[src/rtl/alu_sequencer.sv]
`default_nettype none
// ----------------------------------------------------------------------------
// alu_sequencer: issues the ArgonALU bus command sequence for one request and
// returns the captured Y/flags downstream.  Rev 1.0 - initial release
// ----------------------------------------------------------------------------
module alu_sequencer #(
  parameter int WORDSIZE = 16,
  parameter int CMD_W    = 4,
  parameter int TIMEOUT  = 15
) (
  input  logic                i_Clk,
  input  logic                i_Reset_n,
  input  logic                i_req_valid,
  output logic                o_req_ready,
  input  logic [WORDSIZE-1:0] i_req_a,
  input  logic [WORDSIZE-1:0] i_req_b,
  input  logic [3:0]          i_req_op,
  input  logic                i_req_flags_en,
  input  logic [7:0]          i_req_flags,
  output logic [CMD_W-1:0]    o_cmd,
  output logic [WORDSIZE-1:0] o_cmd_data,
  output logic                o_cmd_valid,
  input  logic [WORDSIZE-1:0] i_alu_data,
  input  logic                i_alu_valid,
  output logic                o_res_valid,
  input  logic                i_res_ready,
  output logic [WORDSIZE-1:0] o_res_y,
  output logic [7:0]          o_res_flags,
  output logic                o_res_error
);

  localparam logic [CMD_W-1:0] c_COM_NONE    = CMD_W'(0);
  localparam logic [CMD_W-1:0] c_COM_LATCHA  = CMD_W'(1);
  localparam logic [CMD_W-1:0] c_COM_LATCHB  = CMD_W'(2);
  localparam logic [CMD_W-1:0] c_COM_LATCHOP = CMD_W'(3);
  localparam logic [CMD_W-1:0] c_COM_LATCHF  = CMD_W'(4);
  localparam logic [CMD_W-1:0] c_COM_COMPUTE = CMD_W'(5);
  localparam logic [CMD_W-1:0] c_COM_OUTPUTY = CMD_W'(6);
  localparam logic [CMD_W-1:0] c_COM_OUTPUTF = CMD_W'(7);
  localparam logic [7:0]       c_WAIT_LAST   = 8'(TIMEOUT - 1);

  typedef enum logic [3:0] {
    S_IDLE    = 4'd0,
    S_LOAD_A  = 4'd1,
    S_LOAD_B  = 4'd2,
    S_LOAD_OP = 4'd3,
    S_LOAD_F  = 4'd4,
    S_COMPUTE = 4'd5,
    S_READ_Y  = 4'd6,
    S_READ_F  = 4'd7,
    S_DONE    = 4'd8
  } state_t;

  state_t                r_state;
  state_t                w_next;
  logic [WORDSIZE-1:0]   r_a;
  logic [WORDSIZE-1:0]   r_b;
  logic [3:0]            r_op;
  logic                  r_flags_en;
  logic [7:0]            r_flags;
  logic [7:0]            r_wait;
  logic [WORDSIZE-1:0]   r_res_y;
  logic [7:0]            r_res_flags;
  logic                  r_res_error;
  logic                  w_capture;
  logic                  w_timeout;
  logic                  w_in_read;

  always_comb begin
    w_next      = r_state;
    o_cmd       = c_COM_NONE;
    o_cmd_data  = '0;
    o_cmd_valid = 1'b0;
    w_capture   = 1'b0;
    w_timeout   = 1'b0;
    w_in_read   = 1'b0;
    case (r_state)
      S_IDLE: begin
        if (i_req_valid) w_next = S_LOAD_A;
      end
      S_LOAD_A: begin
        o_cmd       = c_COM_LATCHA;
        o_cmd_data  = r_a;
        o_cmd_valid = 1'b1;
        w_next      = S_LOAD_B;
      end
      S_LOAD_B: begin
        o_cmd       = c_COM_LATCHB;
        o_cmd_data  = r_b;
        o_cmd_valid = 1'b1;
        w_next      = S_LOAD_OP;
      end
      S_LOAD_OP: begin
        o_cmd       = c_COM_LATCHOP;
        o_cmd_data  = WORDSIZE'(r_op);
        o_cmd_valid = 1'b1;
        w_next      = r_flags_en ? S_LOAD_F : S_COMPUTE;
      end
      S_LOAD_F: begin
        o_cmd       = c_COM_LATCHF;
        o_cmd_data  = WORDSIZE'(r_flags);
        o_cmd_valid = 1'b1;
        w_next      = S_COMPUTE;
      end
      S_COMPUTE: begin
        o_cmd  = c_COM_COMPUTE;
        w_next = S_READ_Y;
      end
      // Read states wait for the combinational ALU answer, bounded by TIMEOUT.
      S_READ_Y, S_READ_F: begin
        o_cmd     = (r_state == S_READ_Y) ? c_COM_OUTPUTY : c_COM_OUTPUTF;
        w_in_read = 1'b1;
        if (i_alu_valid) begin
          w_capture = 1'b1;
        end else if (r_wait == c_WAIT_LAST) begin
          w_timeout = 1'b1;
        end
        if (w_capture || w_timeout) begin
          w_next = (r_state == S_READ_Y) ? S_READ_F : S_DONE;
        end
      end
      S_DONE: begin
        if (i_res_ready) w_next = S_IDLE;
      end
      default: w_next = S_IDLE;
    endcase
  end

  always_ff @(posedge i_Clk) begin
    if (!i_Reset_n) begin
      r_state     <= S_IDLE;
      r_a         <= '0;
      r_b         <= '0;
      r_op        <= '0;
      r_flags_en  <= 1'b0;
      r_flags     <= '0;
      r_wait      <= '0;
      r_res_y     <= '0;
      r_res_flags <= '0;
      r_res_error <= 1'b0;
    end else begin
      r_state <= w_next;
      if (r_state == S_IDLE && i_req_valid) begin
        r_a        <= i_req_a;
        r_b        <= i_req_b;
        r_op       <= i_req_op;
        r_flags_en <= i_req_flags_en;
        r_flags    <= i_req_flags;
      end
      if (!w_in_read || w_next != r_state) begin
        r_wait <= '0;
      end else begin
        r_wait <= r_wait + 8'd1;
      end
      if (r_state == S_READ_Y && (w_capture || w_timeout)) begin
        r_res_y     <= w_capture ? i_alu_data : '0;
        r_res_error <= w_timeout;
      end
      // Error is sticky across the Y and F reads of one operation.
      if (r_state == S_READ_F && (w_capture || w_timeout)) begin
        r_res_flags <= w_capture ? i_alu_data[7:0] : 8'h00;
        if (w_timeout) r_res_error <= 1'b1;
      end
    end
  end

  assign o_req_ready = (r_state == S_IDLE);
  assign o_res_valid = (r_state == S_DONE);
  assign o_res_y     = r_res_y;
  assign o_res_flags = r_res_flags;
  assign o_res_error = r_res_error;

endmodule
`default_nettype wire
[config.mk]
export PLATFORM = sky130hd
export DESIGN_NAME = alu_sequencer
export DESIGN_NICKNAME = d
export VERILOG_FILES = /design/src/rtl/alu_sequencer.sv
export SDC_FILE = /design/constraint.sdc
export NUM_CORES = 1
export LEC_CHECK = 0
export BUFFER_PORTS_ARGS = -buffer_cell sky130_fd_sc_hd__buf_2
export CAP_MARGIN = 20
export CORE_MARGIN = 8
export CORE_UTILIZATION = 39
export CTS_BUF_LIST = sky130_fd_sc_hd__clkbuf_8
export DETAILED_ROUTE_END_ITERATION = 7
export SLEW_MARGIN = 20
export SYNTH_ARGS = -nofsm -noshare
export SYNTH_HDL_FRONTEND = slang
export SYNTH_SLANG_ARGS = --single-unit
[constraint.sdc]
create_clock -name i_Clk -period 2 [get_ports i_Clk]
set_input_delay 0.4 -clock i_Clk [delete_from_list [all_inputs] [get_ports i_Clk]]
set_output_delay 0.4 -clock i_Clk [all_outputs]
set_load 0.02 [all_outputs]
==> results of run 1 <==
-- timing repair --
item / CTS / global route
gates cloned: 0 / 1
gates resized for setup: 16 / 30
pin swaps: 0 / 3
setup endpoints to repair: 18 / 16
-- flip-flops by register name (all words and copies together), names as in the netlist, 4 cells and up --
| signal | count |
|---|---|
| r_state | 4 |
| r_a | 16 |
| r_wait | 8 |
| r_op | 4 |
| r_b | 16 |
| o_res_flags | 8 |
| r_flags | 8 |
| o_res_y | 16 |
-- logic make-up after synthesis --
| group | count (synthesis) | share of synthesized area, % |
|---|---|---|
| DFF | 82 | 49.32 |
| xor gates and xnor gates | 7 | 1.842 |
| and+or+nand+nor | 149 | 20.71 |
| buffers and inverters | 33 | 5.075 |
| AOI/OAI and AO/OA | 98 | 20.98 |
| adders and majority gates | 2 | 0.7518 |
| muxes | 4 | 1.203 |
| other | 1 | 0.1127 |
-- placed cells by master, fill, tap and decap left out, types with 2 or more instances in the layout --
master      instances
a221o_1             4
xor2_1              3
buf_2              97
clkinvlp_4          2
a22oi_1             4
mux2i_1             3
buf_4              16
and2_1              3
dfxtp_4             2
a22o_1             16
a32o_1             16
nand3_1             3
nand2_1           108
ha_1                2
inv_1               6
nor2b_1             2
nor4b_2             2
nand2b_1            2
buf_12              2
a21oi_1            50
nor3_1              7
nor2_1             12
dfxtp_2             2
xnor2_1             4
bufinv_16           2
buf_6              16
clkbuf_8           10
dfxtp_1            78
-- critical path: stages, from the launching register on --
cell	delay [ps]
dfxtp_4	400
buf_6	140
mux2i_1	220
nor3_1	70
a221o_1	280
buf_6	140
-- how the worst min path moves through the flow --
stage | start | endpoint | slack (ps) | cells after the start
finish | i_alu_data[11] | o_res_y[11] | 270 | 2
global route | i_alu_data[10] | o_res_y[10] | 240 | 2
CTS | i_alu_data[11] | o_res_y[11] | 250 | 2
detailed placement | r_b[5] | r_b[5] | 450 | 2
global placement | r_a[8] | r_a[8] | 440 | 2
floorplan | r_flags_en | r_flags_en | 430 | 2
-- routing by layer --
layer | track usage (%) | routed length (um) | part of all wire (%) | up-vias
li1 | - | - | - | 1530
met1 | 18.38 | 4072 | 45 | 1380
met2 | 22.76 | 3960 | 44 | 98
met3 | 7.317 | 964 | 11 | 7
met4 | 3.910 | 91 | 1.0 | 0
met5 | 0 | 0 | 0 | -
-- synth_stat cells, types with 2 or more instances --
library cell	number
buf_4	7
and2_1	3
a21oi_1	50
mux2i_1	4
nand3_1	3
nand2b_1	2
clkbuf_1	11
ha_1	2
buf_2	9
xnor2_1	4
nor2b_1	2
xor2_1	3
a221o_1	4
a22oi_1	4
nor2_1	12
inv_1	4
nor3_1	9
a22o_1	16
dfxtp_1	82
nand2_1	108
a32o_1	16
-- through the flow --
step                      TNS (ps)  power (mW)  setup WS, ps  utilization [%]  cell area [um^2]
after floorplan                  0       2.123         140.9                -              3328
after global placement           0       2.320         263.3            48.76              4026
after detailed placement         0       2.326         223.1            48.76              4026
after CTS                   -3.380       3.661        -3.380            51.92              4288
after global routing        -943.6       3.830        -92.31            53.14              4388
final                            0       3.634         12.63            53.14              4388
-- cell type report --
class / instances / area share, %
Sequential cell: 82 / 37.64
Multi-Input combinational cell: 261 / 35.19
Timing Repair Buffer: 131 / 18.82
Clock buffer: 10 / 3.137
Tap cell: 105 / 2.994
Clock inverter: 6 / 1.882
Inverter: 4 / 0.3422
-- report_power, final --
group          total (mW)  switching [mW]  internal [mW]
sequential           1.76          0.0535           1.71
clock                1.31           0.584          0.729
combinational       0.557           0.321          0.236
==> results_dict.tcl, run 1 <==
set metrics [dict create \
    cts_tree "done" \
    multi_input_area_mm2 0.001544 \
    period_minus_slack_ps 1987 \
    synth-edff-count 0 \
    fin_crit_sh_pct 99.37 \
    regToRegEndpoint "r_wait[7]" \
    reg2reg_setup_slack_ps 210 \
    cts_num_sinks 82 \
    clock_latency_ps 340 \
    fill_cells 812 \
    vias 3015 \
    hold_buffers 0 \
    cts_max_level 3 \
    final_antenna_net_count 0 \
    routed_wl_mm 9.089 \
    syn_area_mm2 0.003328 \
    via_per_inst 5.033 \
    pin_count 114 \
    startpoint "r_state[0]" \
    synth_warnings 0 \
    post-cts-setup-buffers 0 \
    final_nets 557 \
    slew_violations 0 \
    cp_max_fo 6 \
    ys_seq_elements 82 \
    layout-drive-gt1-share_pct 32.79 \
    syn_inst 376 \
    setup_viol 0 \
    drc 0 \
    grt_usage_pct 14.93 \
    endpoint_kind "output pin" \
    rsz0062_at_grt "true" \
    synth_cell_types 42 \
    hp-class "in2reg" \
    powerDensity_mw_per_mm2 828.2 \
    ir_drop_mv 0.4348 \
    hpwl_mm 6.422 \
    fp.dieArea_mm2 0.01175 \
    cp.required_ps 1600 \
    dr.pass1.iters 4 \
    antenna_found_initial 0 \
    overflow 0 \
    dp_cells 582 \
    yosysTopAreaCellShare_pct 49.32 \
    cp.arrival_ps 1590 \
    ys.flop_type "dfxtp_1" \
    cts_root_buf "clkbuf_8" \
    critPathCapture "o_cmd_data[0]" \
    clockBufferDepth 2 \
    die_w_um 108.4 \
    synth.top_cells.by_area "dfxtp_1 49%, nand2_1 12%, a21oi_1 7.5%, a32o_1 4.8%, a22o_1 4.2%" \
    fp-row-count 33 \
    syn_nets 444 \
    dieHeight_um 108.4 \
    grt_max_degree 46 \
    routabilityCongestion 0.7486 \
    portBuffers 112 \
    grt_pass1_wl_mm 14.06 \
    p_leak_nw 1.871 \
    area.growth.synth_to_final_pct 31.84 \
    cap_viol_max_count 0 \
    start_kind "flop" \
    wl_per_cell_um 15.17 \
    diodes 0 \
    final_cells 599 \
    hold_viol_final 0 \
    async_flop_share_pct 0 \
    rr_startpoint "r_wait[0]" \
    numCtsBuffers 9 \
    status "completed" \
    synth.largest_area_cell "dfxtp_1" \
    max_freq_mhz 503.2 \
    core_area_mm2 0.008258 \
    finalClockSkew_ps 6.709 \
    start_util_pct 40.30 \
    avgSynthCellArea_um2 8.852 \
    path_class "reg2out" \
    ff_latch_area_mm2 0.001652 \
    clkSlewWorstSetupHoldPaths_ps 80 \
    drt_iter0_drc 107 \
    whs_ps 271.6 \
    yosysSeqAreaShare_pct 49.32 \
    reg2reg_depth 6 \
    grt_pass1_vias 2945 \
]
Power figures use the tool's default switching activity.
==> run 2, diff against run 1 <==
--- a/config.mk
+++ b/config.mk
@@ -8,10 +8,12 @@
 export BUFFER_PORTS_ARGS = -buffer_cell sky130_fd_sc_hd__buf_2
 export CAP_MARGIN = 20
 export CORE_MARGIN = 8
-export CORE_UTILIZATION = 39
+export CORE_UTILIZATION = 36
 export CTS_BUF_LIST = sky130_fd_sc_hd__clkbuf_8
 export DETAILED_ROUTE_END_ITERATION = 7
+export SKIP_LAST_GASP = 1
 export SLEW_MARGIN = 20
 export SYNTH_ARGS = -nofsm -noshare
 export SYNTH_HDL_FRONTEND = slang
 export SYNTH_SLANG_ARGS = --single-unit
+export TNS_END_PERCENT = 50
==> run 2 against run 1 <==
The flow now finishes with violations (negative setup slack). Sequential share of layout area increased by 0.42 points. Global-route usage decreased by 0.23 points. Sequential cell count unchanged.
==> results_dict.tcl, run 2 (synthesized netlist as in run 1, its figures left out) <==
set metrics [dict create \
    status "complete, but fails checks" \
    failed_checks "negative setup slack" \
    p_int_mw 2.591 \
    cts_root_buf "clkbuf_8" \
    comb_power_share_pct 15.5 \
    cpPeakStageDelay_ps 380 \
    grt_pass1_vias 3129 \
    cap_viol_max_count 0 \
    fill_cells 935 \
    post-route-util_pct 47.64 \
    routabilityCongestion 0.7341 \
    wl_per_cell_um 15.64 \
    routed_wl_mm 9.431 \
    start_kind "flop" \
    layout_setup_ws_ps -8.167 \
    slew_violations 0 \
    die_w_um 112.2 \
    fin_crit_sh_pct 100.4 \
    cpMostUsedCell "buf_6" \
    cts_tree "done" \
    clock_latency_ps 340 \
    path_class "reg2out" \
    via_per_inst 5.023 \
    multi_input_area_mm2 0.001535 \
    crit_cells 4 \
    grt_max_degree 46 \
    final_nets 555 \
    drt_iter0_drc 111 \
    clockBufferDepth 2 \
    period_minus_slack_ps 2008 \
    diodes 0 \
    start_util_pct 36.54 \
    swShare_pct 27.76 \
    power.switching_uw 995.4 \
    fp.dieArea_mm2 0.01258 \
    overflow 0 \
    cts_max_level 3 \
    cts_num_sinks 82 \
    cp.arrival_ps 1610 \
    max_freq_mhz 498.0 \
    total_power_mw 3.586 \
    drc 0 \
    cp.required_ps 1600 \
    finalClockSkew_ps 15.40 \
    rsz0062_at_grt "true" \
    portBuffers 112 \
    pwr-share-seq_pct 49.2 \
    grt_pass1_wl_mm 15.38 \
    hold_viol_final 0 \
    whs_path_depth 2 \
    pwr-share-clk_pct 35.3 \
    final_cells 603 \
    cp_cell_sequence "nor4b_4 -> buf_6 -> a22o_1 -> buf_6" \
    endpoint_kind "output pin" \
    hpwl_mm 6.532 \
    clkSlewWorstSetupHoldPaths_ps 90 \
    final_common_cell "nand2_1" \
    setup_viol 4 \
    cp_slowest_cell "dfxtp_4" \
    worst-path-buf-inv 2 \
    final_cell_mix "108 x nand2_1, 99 x buf_2, 78 x dfxtp_1" \
    reg2reg_depth 6 \
    fp-row-count 35 \
    dieHeight_um 112.2 \
    crit_family "flip-flops" \
    antenna_found_initial 0 \
    ir_drop_mv 0.3590 \
    pin_count 114 \
    dp_cells 584 \
    hp-class "in2reg" \
    p_leak_nw 1.840 \
    numCtsBuffers 9 \
    vias 3029 \
    cp_max_fo 8 \
    final_antenna_net_count 0 \
    area.growth.synth_to_final_pct 30.38 \
    grt_usage_pct 14.70 \
    ff_latch_area_mm2 0.001652 \
    powerDensity_mw_per_mm2 826.5 \
    core_area_mm2 0.009109 \
    hold_buffers 0 \
    dr.pass1.iters 4 \
    layout-drive-gt1-share_pct 32.52 \
]
run 2: power groups by stage:
stage | registers [mW] | clock network (mW) | logic, mW
after floorplan | 1.79 | 0 | 0.337
after detailed placement | 1.80 | 0 | 0.517
final | 1.76 | 1.27 | 0.557
after global routing | 1.77 | 1.38 | 0.616
after global placement | 1.80 | 0 | 0.510
after CTS | 1.76 | 1.30 | 0.545
run 2: metal layers:
layer	part of all wire, %	global-route usage, %	up-vias
met2	45	23.56	90
met4	0.65	3.957	0
met3	8.4	5.421	7
met5	0	0	-
met1	46	18.12	1408
li1	-	-	1524
run 2: per-stage QoR:
stage	hold slack [ps]	setup WS, ps	cell area (um^2)	TNS (ps)
global route	255.7	-80.33	4339	-1114
CTS	256.0	-35.89	4278	-280.6
detailed placement	446.7	173.9	3991	0
finish	277.6	-8.167	4339	-21.05
floorplan	433.2	140.9	3328	0
global placement	441.5	118.1	3991	0
run 2: path summary, 6_finish.rpt:
kind	startpoint	endpoint	slack [ps]
hold / removal	i_alu_data[12]	o_res_y[12]	280
hold reg to reg	r_a[5]	r_a[5]	460
setup / recovery	r_state[1]	o_cmd_data[8]	-8
setup reg to reg	r_wait[0]	r_wait[7]	180
run 2: layout make-up:
class	instances	share of cell area (%)
Sequential cell	82	38.06
Multi-Input combinational cell	261	35.38
Clock inverter	5	1.413
Tap cell	111	3.201
Clock buffer	11	3.489
Timing Repair Buffer	129	18.11
Inverter	4	0.3460
run 2: timing repair:
item | CTS | global route
cloned | 1 | 1
setup endpoints to repair | 17 | 17
buffers inserted | 1 | 0
pin swaps | 1 | 10
gates resized for setup | 22 | 20
